`src/rtl/regfile_loader.sv`:
```
// Register-file preload engine: streams bytes into a register file through its write
// port, then reads every entry back through read port A and flags any difference.
//
// state  | meaning
// IDLE   | waiting for Start
// LOAD   | accepting bytes, one register write per handshake
// VERIFY | reading back one address per cycle, comparing against the shadow copy
// DONE   | one-cycle completion pulse
module regfile_loader #(
    parameter int W = 8,
    parameter int D = 3
) (
    input  logic         Clk,
    input  logic         Reset,
    input  logic         Start,
    input  logic         Abort,
    input  logic         InValid,
    input  logic [W-1:0] InData,
    output logic         InReady,
    output logic         WriteEn,
    output logic [D-1:0] Waddr,
    output logic [W-1:0] DataIn,
    output logic [D-1:0] RaddrA,
    input  logic [W-1:0] DataOutA,
    output logic         Busy,
    output logic         Done,
    output logic         Mismatch
);

    localparam int         N        = 1 << D;
    localparam logic [D:0] IDX_LAST = {1'b0, {D{1'b1}}};
    localparam logic [D:0] IDX_ONE  = (D + 1)'(1);

    typedef enum logic [1:0] {
        IDLE   = 2'd0,
        LOAD   = 2'd1,
        VERIFY = 2'd2,
        DONE   = 2'd3
    } state_t;

    state_t       state, state_nxt;
    logic [D:0]   idx, idx_nxt;
    logic [W-1:0] shadow [N];
    logic         we_q;
    logic [D-1:0] waddr_q;
    logic [W-1:0] din_q;
    logic [D-1:0] raddr_q;
    logic         mismatch_q;
    logic         mm_set;
    logic         mm_clr;
    logic         accept;

    // Abort suppresses a handshake offered in the same cycle.
    assign accept = (state == LOAD) && InValid && !Abort;

    always_comb begin
        state_nxt = state;
        idx_nxt   = idx;
        mm_set    = 1'b0;
        mm_clr    = 1'b0;
        if (Abort) begin
            state_nxt = IDLE;
            idx_nxt   = '0;
        end else begin
            case (state)
                IDLE: begin
                    if (Start) begin
                        state_nxt = LOAD;
                        idx_nxt   = '0;
                        mm_clr    = 1'b1;
                    end
                end
                LOAD: begin
                    if (InValid) begin
                        if (idx == IDX_LAST) begin
                            state_nxt = VERIFY;
                            idx_nxt   = '0;
                        end else begin
                            idx_nxt = idx + IDX_ONE;
                        end
                    end
                end
                VERIFY: begin
                    mm_set = (DataOutA != shadow[idx[D-1:0]]);
                    if (idx == IDX_LAST) begin
                        state_nxt = DONE;
                        idx_nxt   = '0;
                    end else begin
                        idx_nxt = idx + IDX_ONE;
                    end
                end
                DONE:    state_nxt = IDLE;
                default: state_nxt = IDLE;
            endcase
        end
    end

    always_ff @(posedge Clk or negedge Reset) begin
        if (!Reset) begin
            state      <= IDLE;
            idx        <= '0;
            we_q       <= 1'b0;
            waddr_q    <= '0;
            din_q      <= '0;
            raddr_q    <= '0;
            mismatch_q <= 1'b0;
            for (int i = 0; i < N; i++) begin
                shadow[i] <= '0;
            end
        end else begin
            state   <= state_nxt;
            idx     <= idx_nxt;
            we_q    <= accept;
            raddr_q <= (state_nxt == VERIFY) ? idx_nxt[D-1:0] : '0;
            if (accept) begin
                waddr_q             <= idx[D-1:0];
                din_q               <= InData;
                shadow[idx[D-1:0]]  <= InData;
            end
            if (mm_clr) begin
                mismatch_q <= 1'b0;
            end else if (mm_set) begin
                mismatch_q <= 1'b1;
            end
        end
    end

    assign InReady  = (state == LOAD);
    assign Busy     = (state == LOAD) || (state == VERIFY);
    assign Done     = (state == DONE);
    assign WriteEn  = we_q;
    assign Waddr    = waddr_q;
    assign DataIn   = din_q;
    assign RaddrA   = raddr_q;
    assign Mismatch = mismatch_q;

endmodule

```
`config.mk`:
```
export PLATFORM = sky130hd
export DESIGN_NAME = regfile_loader
export DESIGN_NICKNAME = d
export VERILOG_FILES = /design/src/rtl/regfile_loader.sv
export SDC_FILE = /design/constraint.sdc
export NUM_CORES = 1
export LEC_CHECK = 0
export BUFFER_PORTS_ARGS = -buffer_cell sky130_fd_sc_hd__buf_2
export CAP_MARGIN = 20
export CORE_MARGIN = 4
export CORE_UTILIZATION = 45
export DETAILED_ROUTE_END_ITERATION = 6
export SLEW_MARGIN = 20
export SYNTH_ARGS = -nofsm -noshare
export SYNTH_HDL_FRONTEND = slang
export SYNTH_SLANG_ARGS = --single-unit
export TNS_END_PERCENT = 5
```
`constraint.sdc`:
```
create_clock -name Clk -period 2.3 [get_ports Clk]
set_input_delay 0.23 -clock Clk [delete_from_list [all_inputs] [get_ports Clk]]
set_output_delay 0.23 -clock Clk [all_outputs]
set_load 0.01 [all_outputs]
```
==> reports/metrics.cfg <==
[routing]
vias_per_cell = 5.44
ant_nets = 0
dr.first_iter.drc_count = 89
wl_per_cell_um = 18.5
drcViolationCount = 0
first_pass_iters = 4
vias = 2686
drt_wl_total_mm = 9.15

[power_and_ir_drop]
power_frac_clock = 0.314
share_seq_of_total_power = 0.518
power.internal_uw = 2430
p_leak_uw = 0.00233
switching_power_uw = 871
pwr-share-comb = 0.168
vdd_ir_drop_max_mv = 0.385
p_per_area_nw_per_um2 = 708
switching_share = 0.264

[logic_synthesis]
async_reset_ff_frac = 1.00
synth_edf_count = 0
synth_common_cells = dfrtp_1, mux2_2, nand2_1
syn_area_per_cell_um2 = 12.3
ys.flop_type = dfrtp_1
yosys.area.top_type_share = 0.523
synth.cell_area_um2 = 4110
seq_area_frac_synth = 0.523
synth_seq_cells = 86
ys_warn_count = 0
synthCells = 334
yosysMostFrequentCell = dfrtp_1
synth_area_leaders = dfrtp_1, mux2_2, mux2i_1
synth_nets = 360
synth.distinct_cells = 36
synth_area_leader_cell = dfrtp_1

[global_routing]
grt_pass1_vias = 2841
grt_max_degree = 73
grt-ovfl-total = 0
grt_first_pass_wirelength_mm = 15.5
grt_use_total = 0.184
antenna_found_initial = 0

[clock_tree]
h-tree-depth = 3
cts_root_buffer = clkbuf_8
worstSkewPairLatency_ps = 350
cts_tree = done
clk_pin_slew_worst_paths_ps = 80
clock_sinks = 86
cts_made_buffers = 9
clk_path_buf_depth = 2

[worst_setup_path]
path_max_fanout = 14
start_kind = flip-flop
critical_path_class = flip-flop to flip-flop
critPathCaptureType = flip-flop
required_ps = 2540
arrival_ps = 2380

[floorplan]
die_height_um = 104
num_rows = 34
core_area_um2 = 8810
die_w_um = 104
ios = 40
initial_utilization = 0.467
dieArea_um2 = 10700

[status]
status = finished clean

[sta]
tns_ps = 0
finalSetupViolations = 0
finalHoldViolations = 0
relSlewSlack = 0.649
period_share = 0.930
slew_viol_final = 0
max_slew.worst_pin.slew_ps = 525
fmax_ghz = 0.467
skew_ps = 6.03
post-route-min-period_ps = 2140
rsz0062_at_grt = false
holdWs_ps = 167

[cells_and_area]
final_net_count = 408
drive_gt1_frac = 0.360
area_growth_pct = 13.3
final_util = 0.529
diodes = 0

[hold_path]
hp-class = input port to flip-flop

[placement]
io_buffers = 39
gp_congestion = 0.777
hpwlAfterDp_mm = 6.28

[run]
cap_violations = 0

==> state kept, by name (all words and copies together) (netlist names) <==
| name | cells |
|---|---|
| DataIn | 8 |
| RaddrA | 3 |
| idx | 4 |
| Mismatch | 1 |
| state | 2 |
| Waddr | 3 |
| WriteEn | 1 |
| shadow | 64 |
==> power groups by stage <==
stage / Sequential, uW / Clock (uW) / Combinational (uW)
after floorplan: 1750 / 0 / 336
after global placement: 1730 / 0 / 547
after detailed placement: 1740 / 0 / 558
after CTS: 1710 / 1070 / 562
after global routing: 1730 / 1150 / 627
final: 1710 / 1040 / 553
==> layer usage <==
| layer | share of wire | global-route usage | vias up |
|---|---|---|---|
| met5 | 0 | 0 | - |
| met4 | 0.018 | 0.0750 | 0 |
| met3 | 0.039 | 0.0336 | 14 |
| met2 | 0.43 | 0.256 | 52 |
| met1 | 0.52 | 0.283 | 1334 |
| li1 | - | - | 1286 |
==> stage by stage <==
step                      power (uW)  cells  cell area (um2)  setup slack [ps]
final                           3300    494             4660               161
after floorplan                 2090    334             4110               207
after global placement          2280    478             4460               214
after global routing            3500    494             4660              36.4
after detailed placement        2290    478             4460               110
after CTS                       3340    494             4660              95.0
==> final timing paths <==
check	end	cells after the start	slack [ps]	start
hold reg to reg	DataIn[7]	2	480	DataIn[7]
setup / recovery	shadow[33]	7	160	state[1]
setup reg to reg	shadow[33]	7	160	state[1]
min in group asynchronous	shadow[1]	2	280	Reset
max in group asynchronous	shadow[4]	3	1360	Reset
hold / removal	idx[1]	2	170	Abort
==> layout by cell type (no fill, tap or decap), types with 5 or more instances in the layout <==
cell      netlist  routed
nor2_1         11      11
mux2i_1        33      33
a22oi_1        18      18
mux2_2         56      56
clkbuf_8        0      10
ha_1            5       5
buf_2           7      38
inv_1           5       5
buf_4           2      11
nand2_1        41      41
mux2_4          8       8
dfrtp_1        86      85
and3_1         10       9
a21oi_1        11      11
==> what timing repair did <==
item	in CTS	in global routing
hold buffers	1	0
endpoints found under the setup margin	0	1
buffers inserted	0	0
hold endpoints to repair	14	0
gates resized for setup	0	1
==> kinds of logic (layout without fill, tap and decap cells) <==
group           Yosys count  after routing  synth area share
flops                    86             86             0.523
fa+ha+maj                 5              5            0.0152
simple gates             84             84             0.100
mux                      97             97             0.263
buf+inv                  21             73            0.0310
compound gates           41             41            0.0669
==> critical path: stages, from the launching register on <==
cell and delay (ps):
dfrtp_1 420, inv_1 110, ha_1 170, nand2_1 50
or2_1 290, inv_4 170, and3_1 430, mux2_2 380
==> cell type report <==
| class | count | area, um2 |
|---|---|---|
| fill | 778 | 4150 |
| sequential | 86 | 2150 |
| multi-input combinational | 227 | 1830 |
| timing repair buffer | 52 | 323 |
| clock buffer | 10 | 138 |
| tap | 108 | 135 |
| clock inverter | 5 | 50.0 |
| inverter | 6 | 25.0 |
(Power assumes the default switching activity.)
